==> config.mk <==
export PLATFORM = sky130hd
export DESIGN_NAME = rx2_buffer_flat
export DESIGN_NICKNAME = d
export VERILOG_FILES = /design/src/rtl/rx2_buffer_if.sv /design/src/rtl/rx2_buffer.sv /design/src/flat_wrapper.sv
export SDC_FILE = /design/constraint.sdc
export NUM_CORES = 1
export LEC_CHECK = 0
export BUFFER_PORTS_ARGS = -buffer_cell sky130_fd_sc_hd__buf_2
export CELL_PAD_IN_SITES_DETAIL_PLACEMENT = 0
export CELL_PAD_IN_SITES_GLOBAL_PLACEMENT = 1
export CORE_MARGIN = 2
export CORE_UTILIZATION = 50
export CTS_CLUSTER_SIZE = 10
export DETAILED_ROUTE_END_ITERATION = 12
export PLACE_DENSITY = 0.85
export SLEW_MARGIN = 10
export SYNTH_ARGS = -nofsm -noshare
export SYNTH_HDL_FRONTEND = slang
export SYNTH_SLANG_ARGS = --single-unit
==> constraint.sdc <==
create_clock -name clk -period 5.9 [get_ports clk]
set_input_delay 0.885 -clock clk [delete_from_list [all_inputs] [get_ports clk]]
set_output_delay 0.885 -clock clk [all_outputs]
set_load 0.03 [all_outputs]
==> src/rtl/rx2_buffer_if.sv <==
// rx2_buffer_if: two-phase flit input, valid/ready flit output and accepted-flit count.
interface rx2_buffer_if #(parameter int SIZE = 8);
   logic            req;
   logic [SIZE-1:0] data;
   logic            ack;
   logic            out_valid;
   logic [SIZE-1:0] out_data;
   logic            out_ready;
   logic [7:0]      count;
   modport master (output req, data, out_ready, input ack, out_valid, out_data, count);
   modport slave  (input req, data, out_ready, output ack, out_valid, out_data, count);
endinterface

==> src/rtl/rx2_buffer.sv <==
// rx2_buffer: two-phase req/ack receive endpoint feeding a FIFO with valid/ready output.
module rx2_buffer #(
   parameter int SIZE  = 8,
   parameter int DEPTH = 4
) (
   input logic         clk,
   input logic         reset,
   rx2_buffer_if.slave bus
);
   localparam int AW = $clog2(DEPTH);
   localparam logic [AW:0] FULL = (AW + 1)'(DEPTH);
   logic [SIZE-1:0] mem_q [DEPTH];
   logic [AW-1:0]   wr_ptr_q, rd_ptr_q;
   logic [AW:0]     occ_q, occ_d;
   logic            ack_q;
   logic [7:0]      count_q;
   logic            accept, pop;
   // Full test uses registered occupancy, so a same-cycle pop never frees a slot early.
   assign accept = (bus.req ^ ack_q) && (occ_q != FULL);
   assign pop    = (occ_q != '0) && bus.out_ready;
   always_comb begin
      occ_d = (accept && !pop) ? occ_q + 1'b1 : (!accept && pop) ? occ_q - 1'b1 : occ_q;
   end
   always_ff @(posedge clk) begin
      if (reset) begin
         for (int i = 0; i < DEPTH; i++) mem_q[i] <= '0;
         wr_ptr_q <= '0;
         rd_ptr_q <= '0;
         occ_q    <= '0;
         ack_q    <= 1'b0;
         count_q  <= '0;
      end else begin
         if (accept) begin
            mem_q[wr_ptr_q] <= bus.data;
            wr_ptr_q        <= wr_ptr_q + 1'b1;
            ack_q           <= ~ack_q;
            count_q         <= (count_q == 8'hFF) ? count_q : count_q + 1'b1;
         end
         if (pop) rd_ptr_q <= rd_ptr_q + 1'b1;
         occ_q <= occ_d;
      end
   end
   assign bus.ack       = ack_q;
   assign bus.out_valid = (occ_q != '0);
   assign bus.out_data  = mem_q[rd_ptr_q];
   assign bus.count     = count_q;
endmodule

==> src/flat_wrapper.sv <==
// flat-port wrapper written by rule: the top's interface ports become plain ports
module rx2_buffer_flat 
#(
   parameter int SIZE  = 8,
   parameter int DEPTH = 4
)
  (clk, reset, bus_req, bus_data, bus_out_ready, bus_ack, bus_out_valid, bus_out_data, bus_count);
  rx2_buffer_if #(.SIZE(SIZE)) bus_i ();
  input logic clk;
  input logic reset;
  input wire logic [$bits(bus_i.req)-1:0] bus_req;
  input wire logic [$bits(bus_i.data)-1:0] bus_data;
  input wire logic [$bits(bus_i.out_ready)-1:0] bus_out_ready;
  output wire logic [$bits(bus_i.ack)-1:0] bus_ack;
  output wire logic [$bits(bus_i.out_valid)-1:0] bus_out_valid;
  output wire logic [$bits(bus_i.out_data)-1:0] bus_out_data;
  output wire logic [$bits(bus_i.count)-1:0] bus_count;
  assign bus_i.req = bus_req;
  assign bus_i.data = bus_data;
  assign bus_i.out_ready = bus_out_ready;
  assign bus_ack = bus_i.ack;
  assign bus_out_valid = bus_i.out_valid;
  assign bus_out_data = bus_i.out_data;
  assign bus_count = bus_i.count;
  rx2_buffer #(.SIZE(SIZE), .DEPTH(DEPTH)) u_core (.clk(clk), .reset(reset), .bus(bus_i));
endmodule
==> flow_summary_export.csv <==
group,metric,value,unit
power,p_leak,0.00108,uW
worst_hold_path,worstHoldPathCells,2,
clock_tree,ctsResizeCount,0,
placement,post-place-ws,2960,ps
setup_path,ff2ff_path_depth,8,
flow_run,max_cap_viol_count,0,
global_routing,grt_antenna_before_repair,0,
setup_path,worst-path-stages,2,
cells_and_area,nets,223,
timing,setup_viol,0,
clock_tree,cts_setup_buffers,0,
logic_synthesis,ys_seq_area_share,54.8,%
setup_path,critical_path.top_delay_family,"flip-flops",
logic_synthesis,synth.ff_latch_count,50,
setup_path,path_cells,"mux4_2, buf_2",
detailed_routing,drc,0,
timing,period_minus_slack,2630,ps
setup_path,crit_type,"reg -> out",
cells_and_area,area_growth_syn_to_layout,12.7,%
placement,post-dp-hpwl,3.18,mm
power,peakVddDrop,174,uV
detailed_routing,wire_per_inst,17.2,um
timing,finalClockSkew,8.21,ps
die,rows,25,
setup_path,cp_data_arrival_time,1750,ps
die,io_pins,30,
timing,max_slew_margin,61.3,%
logic_synthesis,synth_ff_type,"edfxtp_1",
timing,drv_slew,0,
placement,io_buffers,29,
setup_path,crit_path_start_kind,"flip-flop",
clock_tree,cts_buffer_depth,2,
placement,dpl_cell_area,2580,um2
cells_and_area,layout_commonest_cell,"edfxtp_1",
logic_synthesis,synth_nets,194,
logic_synthesis,synth_area_leaders,"edfxtp_1 (40%), dfxtp_1 (15%), mux4_2 (7.5%)",
timing,setup_slack,3270,ps
global_routing,grt_pass1_vias,1560,
setup_path,timing.critical_path.buf_inv,1,
detailed_routing,dr.pass1.iters,4,
detailed_routing,ant_nets,0,
logic_synthesis,synth_top_area_cell,"edfxtp_1",
cells_and_area,layout_common_cells,"edfxtp_1 (32), buf_2 (29), and2_1 (26)",
global_routing,grt.overflow.total,0,
global_routing,grt_max_degree,30,
logic_synthesis,yosysUniqueCellTypes,49,
timing,period_share,44.6,%
die,dieArea,5390,um2
clock_tree,cts_inserted_buffers,5,
run_status,run_status,"finished clean",
die,start_util,51.4,%
logic_synthesis,syn-cell-area,2410,um2
clock_tree,root_buffer,"clkbuf_8",
clock_tree,clk_pin_slew,90,ps
setup_path,crit_path_end_kind,"output pin",
setup_path,cp_slowest_cell,"dfxtp_1",
setup_path,max_stage_delay,670,ps
timing,fmax,0.380,GHz
cells_and_area,antenna-diode-count,0,
placement,finalWeightedCongestion,0.805,
detailed_routing,vias,1558,
timing,rsz0062_at_grt,"false",
clock_tree,cts_sinks,50,
setup_path,critical_path.max_fanout,8,
logic_synthesis,async_flop_share,0,%
timing,finalHoldViolCount,0,
die,design.core.area,4690,um2
die,die_h,73.4,um
detailed_routing,wl,4.53,mm
clock_tree,insertion_delay,300,ps
detailed_routing,drt_iter0_drc,75,
timing,worst_pin_slew,578,ps
cells_and_area,finalInstanceArea,2720,um2
setup_path,cp.required,5020,ps
cells_and_area,drive_gt1_share,32.1,%
detailed_routing,viasPerCell,5.92,
global_routing,grt_use_total,17.9,%
timing,finalSetupTns,0,ps
logic_synthesis,synth_edf_count,32,
die,die_x,73.4,um
clock_tree,cts_tree,"done",
logic_synthesis,syn_area_per_cell,13.5,um2
power,powerDensity,404,nW/um2
logic_synthesis,yosysTopAreaCellShare,39.9,%
logic_synthesis,syn_inst,179,
worst_hold_path,worst_hold_path_type,"reg -> reg",
clock_tree,htree_levels,2,
clock_tree,cts_hold_buffers,0,
global_routing,grt_pass1_wl,7.28,mm
cells_and_area,fillers,391,
logic_synthesis,yosys_warnings,0,
## worst register-to-register path: cells and delay by family, from the launching register on
kind | cells | cell delay, ps
adder cells (fa/ha/maj) | 2 | 630
AND/OR/NAND/NOR | 2 | 600
flip-flops | 1 | 470
XOR/XNOR | 2 | 390
AO/OA/AOI/OAI | 1 | 140
buffers and inverters | 1 | 60
## area by class of cell
class,count,area (um2),area share [%]
Tap cell,54,67.6,2.49
Timing Repair Buffer,29,145,5.34
Clock inverter,1,30.0,1.11
Inverter,4,15.0,0.553
Multi-Input combinational cell,118,1030,37.9
Clock buffer,7,108,3.96
Sequential cell,50,1320,48.6
## registers in the layout, indices dropped and copies added, names as in the netlist, named ones only
| register | flops |
|---|---|
| u_core.wr_ptr_q | 2 |
| u_core.bus.ack | 1 |
| u_core.occ_q | 3 |
| u_core.bus.count | 8 |
| u_core.rd_ptr_q | 2 |
| u_core.mem_q | 32 |
## logic make-up (layout without fill, tap and decap cells)
group	Yosys count	after routing	synth area share (%)
adders and majority gates	3	3	1.87
AOI/OAI and AO/OA	24	24	7.53
buffers and inverters	11	41	2.44
and+or+nand+nor	72	72	20.9
muxes	13	13	9.66
DFF	50	50	54.8
xor gates and xnor gates	6	6	2.80
## path summary, 6_finish.rpt
| check | start | end | slack (ps) |
|---|---|---|---|
| worst max register to register | u_core.bus.ack | u_core.occ_q[2] | 3540 |
| worst min-delay path | u_core.bus.count[1] | u_core.bus.count[1] | 530 |
| worst max-delay path | flip-flop | bus_out_data[2] | 3270 |
| worst min register to register | u_core.bus.count[1] | u_core.bus.count[1] | 530 |
## metal layers
metal / track usage, % / wire length [um] / vias up / share of wire (%)
met1: 20.7 / 1830 / 770 / 40
met2: 32.6 / 2400 / 46 / 53
li1: - / - / 732 / -
met5: 0 / 0 / - / 0
met4: 6.67 / 65 / 0 / 1.4
met3: 3.29 / 241 / 10 / 5.3
## synthesized netlist by cell type (2+ instances only)
cell       n
a211oi_1   2
nor2_1    10
clkbuf_1   2
o21ai_0    2
and2_1    26
mux2i_1    3
and2_2     8
a21oi_1    3
nand2b_1   4
nand3_1    4
dfxtp_1   18
a31o_2     3
a31oi_1    3
mux4_2     8
buf_2      2
ha_1       2
edfxtp_1  32
buf_6      2
a41oi_1    2
and4_1     2
and3_1     2
nor2b_1    2
inv_1      4
a21o_1     2
xor2_1     4
and4b_1    2
a311oi_1   3
## power breakdown
| part | switching [uW] | total [uW] | internal (uW) |
|---|---|---|---|
| registers | 55.6 | 491 | 436 |
| clock network | 111 | 275 | 164 |
| logic | 194 | 332 | 138 |
| total | 360 | 1100 | 737 |
## stage by stage
stage          instances  total power, uW  hold WS, ps  util (%)
2_1_floorplan        179              752          485         -
3_5_place_dp         255              833          517      55.0
6_report             263             1100          533      57.9
4_1_cts              263             1100          533      57.9
3_3_place_gp         255              813          491      55.0
5_1_grt              263             1150          572      57.9
No activity file was read; power rests on OpenSTA's default activity.
